$ cat src/rtl/proc_io_bridge.sv
// Processor I/O responder bridging core I/O reads/writes onto an RX FIFO, a TX FIFO,
// status/control words and general-purpose in/out registers.
module proc_io_bridge #(
  parameter int unsigned NUBITS = 16,
  parameter int unsigned NUIOIN = 8,
  parameter int unsigned NUIOOU = 8,
  parameter int unsigned FDEPTH = 8
) (
  input  logic                       clk,
  input  logic                       rst,
  input  logic [NUBITS-1:0]          io_out,
  input  logic [$clog2(NUIOOU)-1:0]  addr_out,
  input  logic                       out_en,
  input  logic [$clog2(NUIOIN)-1:0]  addr_in,
  input  logic                       req_in,
  output logic [NUBITS-1:0]          io_in,
  input  logic [NUBITS-1:0]          s_data,
  input  logic                       s_valid,
  output logic                       s_ready,
  output logic [NUBITS-1:0]          m_data,
  output logic                       m_valid,
  input  logic                       m_ready,
  input  logic [NUBITS*NUIOIN-1:0]   gp_in,
  output logic [NUBITS*NUIOOU-1:0]   gp_out
);

  localparam int unsigned AWI = $clog2(NUIOIN);
  localparam int unsigned AWO = $clog2(NUIOOU);
  localparam int unsigned PW  = $clog2(FDEPTH);
  localparam int unsigned CW  = PW + 1;

  // RX FIFO state
  logic [NUBITS-1:0] rx_mem [FDEPTH];
  logic [PW-1:0]     rx_wr_q, rx_wr_d, rx_rd_q, rx_rd_d;
  logic [CW-1:0]     rx_cnt_q, rx_cnt_d;

  // TX FIFO state
  logic [NUBITS-1:0] tx_mem [FDEPTH];
  logic [PW-1:0]     tx_wr_q, tx_wr_d, tx_rd_q, tx_rd_d;
  logic [CW-1:0]     tx_cnt_q, tx_cnt_d;

  logic rx_uf_q, rx_uf_d, tx_of_q, tx_of_d;
  logic [NUBITS*NUIOOU-1:0] gp_q, gp_d;

  logic rx_empty, rx_full, tx_empty, tx_full;
  logic rx_push, rx_pop, rx_uf_ev;
  logic tx_wr, tx_push, tx_pop, tx_of_ev;
  logic rd_fifo, wr_ctl, rx_flush, tx_flush, flag_clr;

  logic [NUBITS-1:0] rx_head, status;
  logic [8:0]        rx_occ;
  logic [7:0]        rx_occ_sat;

  assign rx_empty = (rx_cnt_q == '0);
  assign rx_full  = (rx_cnt_q == CW'(FDEPTH));
  assign tx_empty = (tx_cnt_q == '0);
  assign tx_full  = (tx_cnt_q == CW'(FDEPTH));

  // Control word is a strobe only; nothing of it is stored.
  assign wr_ctl   = out_en && (addr_out == AWO'(1));
  assign rx_flush = wr_ctl & io_out[0];
  assign tx_flush = wr_ctl & io_out[1];
  assign flag_clr = wr_ctl & io_out[2];

  assign rd_fifo  = req_in && (addr_in == AWI'(0));
  assign rx_pop   = rd_fifo & ~rx_empty;
  assign rx_uf_ev = rd_fifo & rx_empty;
  assign rx_push  = s_valid & ~rx_full;

  assign tx_wr    = out_en && (addr_out == AWO'(0));
  assign tx_push  = tx_wr & ~tx_full;
  assign tx_of_ev = tx_wr & tx_full;
  assign tx_pop   = ~tx_empty & m_ready;

  // Handshakes are gated by reset so nothing completes in a reset cycle.
  assign s_ready = rst & ~rx_full;
  assign m_valid = rst & ~tx_empty;
  assign m_data  = tx_empty ? '0 : tx_mem[tx_rd_q];
  assign rx_head = rx_empty ? '0 : rx_mem[rx_rd_q];
  assign gp_out  = gp_q;

  // Occupancy field is 8 bits wide; saturate for a 256-deep FIFO.
  assign rx_occ     = 9'(rx_cnt_q);
  assign rx_occ_sat = rx_occ[8] ? 8'hFF : rx_occ[7:0];

  always_comb begin
    status       = '0;
    status[0]    = rx_empty;
    status[1]    = rx_full;
    status[2]    = tx_empty;
    status[3]    = tx_full;
    status[4]    = rx_uf_q;
    status[5]    = tx_of_q;
    status[15:8] = rx_occ_sat;
  end

  always_comb begin
    io_in = '0;
    for (int k = 0; k < int'(NUIOIN); k++) begin
      if (addr_in == AWI'(k)) io_in = gp_in[k*NUBITS +: NUBITS];
    end
    if (addr_in == AWI'(0)) begin
      io_in = rx_head;
    end else if (addr_in == AWI'(1)) begin
      io_in = status;
    end
  end

  always_comb begin
    rx_wr_d  = rx_wr_q;
    rx_rd_d  = rx_rd_q;
    rx_cnt_d = rx_cnt_q;
    if (rx_push) rx_wr_d = rx_wr_q + PW'(1);
    if (rx_pop)  rx_rd_d = rx_rd_q + PW'(1);
    case ({rx_push, rx_pop})
      2'b10:   rx_cnt_d = rx_cnt_q + CW'(1);
      2'b01:   rx_cnt_d = rx_cnt_q - CW'(1);
      default: rx_cnt_d = rx_cnt_q;
    endcase
    if (rx_flush) begin
      rx_wr_d  = '0;
      rx_rd_d  = '0;
      rx_cnt_d = '0;
    end
  end

  always_comb begin
    tx_wr_d  = tx_wr_q;
    tx_rd_d  = tx_rd_q;
    tx_cnt_d = tx_cnt_q;
    if (tx_push) tx_wr_d = tx_wr_q + PW'(1);
    if (tx_pop)  tx_rd_d = tx_rd_q + PW'(1);
    case ({tx_push, tx_pop})
      2'b10:   tx_cnt_d = tx_cnt_q + CW'(1);
      2'b01:   tx_cnt_d = tx_cnt_q - CW'(1);
      default: tx_cnt_d = tx_cnt_q;
    endcase
    if (tx_flush) begin
      tx_wr_d  = '0;
      tx_rd_d  = '0;
      tx_cnt_d = '0;
    end
  end

  // A set event in the same cycle as a clear wins.
  always_comb begin
    rx_uf_d = rx_uf_q;
    tx_of_d = tx_of_q;
    if (flag_clr) begin
      rx_uf_d = 1'b0;
      tx_of_d = 1'b0;
    end
    if (rx_uf_ev) rx_uf_d = 1'b1;
    if (tx_of_ev) tx_of_d = 1'b1;
  end

  always_comb begin
    gp_d = gp_q;
    for (int k = 2; k < int'(NUIOOU); k++) begin
      if (out_en && (addr_out == AWO'(k))) gp_d[k*NUBITS +: NUBITS] = io_out;
    end
  end

  always_ff @(posedge clk) begin
    if (!rst) begin
      rx_wr_q  <= '0;
      rx_rd_q  <= '0;
      rx_cnt_q <= '0;
      tx_wr_q  <= '0;
      tx_rd_q  <= '0;
      tx_cnt_q <= '0;
      rx_uf_q  <= 1'b0;
      tx_of_q  <= 1'b0;
      gp_q     <= '0;
    end else begin
      rx_wr_q  <= rx_wr_d;
      rx_rd_q  <= rx_rd_d;
      rx_cnt_q <= rx_cnt_d;
      tx_wr_q  <= tx_wr_d;
      tx_rd_q  <= tx_rd_d;
      tx_cnt_q <= tx_cnt_d;
      rx_uf_q  <= rx_uf_d;
      tx_of_q  <= tx_of_d;
      gp_q     <= gp_d;
    end
  end

  // Storage is not reset; occupancy alone decides what is valid.
  always_ff @(posedge clk) begin
    if (rx_push) rx_mem[rx_wr_q] <= s_data;
    if (tx_push) tx_mem[tx_wr_q] <= io_out;
  end

endmodule
$ cat config.mk
export PLATFORM = sky130hd
export DESIGN_NAME = proc_io_bridge
export DESIGN_NICKNAME = d
export VERILOG_FILES = /design/src/rtl/proc_io_bridge.sv
export SDC_FILE = /design/constraint.sdc
export NUM_CORES = 1
export LEC_CHECK = 0
export CORE_MARGIN = 2
export CORE_UTILIZATION = 43
export DETAILED_ROUTE_END_ITERATION = 10
export PLACE_DENSITY = 0.67
export SETUP_SLACK_MARGIN = 0.2
export SYNTH_ARGS = -nofsm -noshare
export SYNTH_HDL_FRONTEND = slang
export SYNTH_SLANG_ARGS = --single-unit
$ cat constraint.sdc
create_clock -name clk -period 6.1 [get_ports clk]
set_input_delay 1.22 -clock clk [delete_from_list [all_inputs] [get_ports clk]]
set_output_delay 1.22 -clock clk [all_outputs]
set_load 0.1 [all_outputs]
==> impl_results.md <==
* Post-synth ARST share at 0
* Share of cells above drive strength 1 at 0.141
* Top cells by count, synth: edfxtp_1 (256), nand2_1 (221), dfxtp_1 (124)
* DR pass1 iterations at 5
* Crit start category: input pin
* Post-synth top area cell: edfxtp_1
* Synth Register Bits at 380
* Dpl cell area at 19100 um2
* Adder-cell share of the synthesized area at 0.00789
* Remaining DRCs at 0
* Ys flop type: edfxtp_1
* Least-Margin Pin Slew at 1.18 ns
* First-pass GRT wire length at 61.4 mm
* Crit Path Max Fanout at 12
* Ant diodes at 0
* Hold/Removal Path Class: flip-flop to flip-flop
* Number of synthesis warnings at 0
* Slew Limit Fails at 0
* CP endpoint kind: primary output
* # setup viols final at 0
* Pin count of the biggest net entering global routing at 69
* FMAX at 202 MHz
* Slew Limit Headroom at 0.210
* Iteration-0 DRC Markers at 667
* Total I/O pin count at 334
* Xor/xnor share of the synthesized area at 0.00773
* Top cells by area, synth: edfxtp_1 (48%), dfxtp_1 (16%), mux4_2 (9.1%)
* Die X at 196 um
* Arrival @ worst endpoint at 3.73 ns
* Syn_area_per_cell at 13.6 um2
* Register area at 10200 um2
* Fin crit period at 4.95 ns
* Worst skew pair latency at 0.55 ns
* CTS tree: done
* DP HPWL at 27.7 mm
* Initial antenna violation count at 3
* Remaining global-route overflow at 0
* Number of synthesized flops with an enable pin at 256
* Worst vdd ir at 0.000283 V
* Routed WL at 41.5 mm
* Synth Cell Area at 15900 um2
* Simple-gate share of the synthesized area at 0.101
* Crit path kind: input pin to primary output
* Vias in the first global route at 9941
* Final Cell Area at 20400 um2
* Placed cells at 1846
* Top-area cell type share of the netlist area at 0.484
* CTS H-tree depth at 2
* Power Density at 310 nW/um2
* Post-Route Hold Slack at 0.459 ns
* Final non-filler cell total at 1917
* CTS buffer count at 40
* Static leakage at 0.00666 uW
* MaxCap Viol Count at 0
* PnR worst setup slack at 1.15 ns
* Sink Count at 380
* Fin. Hold Viols at 0
* Crit path required time at 4.88 ns
* Final worst-path cycle share at 0.811
* GRT Util Overall at 0.213
* Die Ht at 196 um
* DR WL/cell at 21.6 um
* Initial Util at 0.436
* Synth Area in Compound Gates at 0.0808
* Mux cell area share after synthesis at 0.124
* Setup Skew at 0.0231 ns
* Largest family of logic cells by synthesized area: multiplexers
* Outcome: complete, no violations
* Die area at 38500 um2
* RSZ-0062 raised after global routing: no
* Nets at 1602
* Synthesis-to-layout area growth at 28.4%
* DR vias at 10300
* Top-count cell post-synth: edfxtp_1
* Routability congestion estimate at 0.854
* Port Buffers at 269
* Setup WS pre-CTS at 1.17 ns
* Post-CTS setup repair buffer count at 0
* Fill cell count at 3007
* Clock root buffer: clkbuf_16
* Core area at 36400 um2
* Setup_tns at 0 ns
* PostCTS Resize Cnt at 0
* Count of cell types in the netlist at 59
* Syn Inst Count at 1164
* Vias per cell at 5.38
* Final ANT Viol Nets at 0
* Area of the multi-input gates at 5350 um2
* Core Rows at 70
* Largest buffer count on any clock path at 3
* CTS Hold Bufs at 0
* Seq/Total Area, Yosys at 0.641
* CTS clk-pin slew, worst paths at 0.06 ns
-- worst max-delay path, cell delays in order --
cell and delay, ns:
clkdlybuf4s50_1 0.60, nor3_1 0.70, and3_1 0.47, buf_4 0.26, a32oi_1 0.07, o211ai_1 0.19, buf_12 0.22
-- layout make-up --
class                      instances  area share
sequential                       380       0.500
multi-input combinational        704       0.263
timing repair buffer             290       0.147
clock buffer                      50      0.0510
tap                              468      0.0288
clock inverter                    21     0.00983
inverter                           4    0.000737
-- where the power goes --
group	leakage (uW)	total, uW	internal (uW)	switching (uW)
Combinational	0.00274	1160	368	788
Sequential	0.00332	2830	2800	35.5
Clock	0.000600	2320	1340	979
Total	0.00666	6310	4510	1800
-- path summary, 6_finish.rpt --
path                                  start          end  slack (ns)  cells past startpoint
worst max-delay path             addr_in[1]     io_in[8]        1.15                      7
worst min-delay path            gp_out[114]  gp_out[114]        0.46                      2
worst max register to register  tx_cnt_q[1]  tx_cnt_q[2]        2.93                      9
worst min register to register  gp_out[114]  gp_out[114]        0.46                      2
-- cells by family (layout without fill, tap and decap cells) --
logic type	count (synthesis)	in the layout
AND/OR/NAND/NOR	359	359
multiplexers	114	114
adder cells (fa/ha/maj)	10	10
flip-flops	380	380
AO/OA/AOI/OAI	175	175
other	1	32
buffers and inverters	111	365
XOR/XNOR	14	14
-- registers in the layout, indices dropped and copies added, names as in the netlist, named ones only --
| register | count |
|---|---|
| tx_of_q | 1 |
| rx_mem | 128 |
| tx_rd_q | 3 |
| rx_uf_q | 1 |
| rx_rd_q | 3 |
| rx_wr_q | 3 |
| tx_mem | 128 |
| gp_out | 96 |
| rx_cnt_q | 4 |
| tx_cnt_q | 4 |
| tx_wr_q | 3 |
-- metrics by stage --
stage | power [uW] | util
after floorplan | 3690 | -
after global placement | 4040 | 0.525
after detailed placement | 4050 | 0.525
after CTS | 6360 | 0.559
after global routing | 6520 | 0.559
final | 6310 | 0.559
-- cells in the final DEF, fill, tap and decap left out, types with 5 or more instances in the layout --
| cell type | instances |
|---|---|
| mux2i_1 | 24 |
| clkbuf_1 | 10 |
| nand2_1 | 221 |
| a21boi_0 | 96 |
| mux2_2 | 26 |
| a221oi_1 | 12 |
| clkbuf_16 | 40 |
| nor3_4 | 5 |
| clkdlybuf4s50_1 | 251 |
| conb_1 | 32 |
| o21ai_0 | 13 |
| a21oi_1 | 9 |
| nor2b_1 | 10 |
| or3_1 | 9 |
| a22oi_1 | 13 |
| buf_4 | 21 |
| o22ai_1 | 9 |
| ha_1 | 10 |
| buf_12 | 16 |
| clkinv_1 | 10 |
| nor3_1 | 6 |
| xor2_1 | 12 |
| edfxtp_1 | 256 |
| nor2_1 | 50 |
| mux4_2 | 64 |
| nand3_1 | 18 |
| dfxtp_1 | 120 |
-- routing by layer --
layer	up-vias	part of all wire	global-route usage
li1	4774	-	-
met3	56	0.049	0.0382
met4	6	0.021	0.0561
met1	5198	0.42	0.284
met2	281	0.51	0.361
met5	-	0.00099	0
Note: power is estimated with default switching activity, not from simulation.
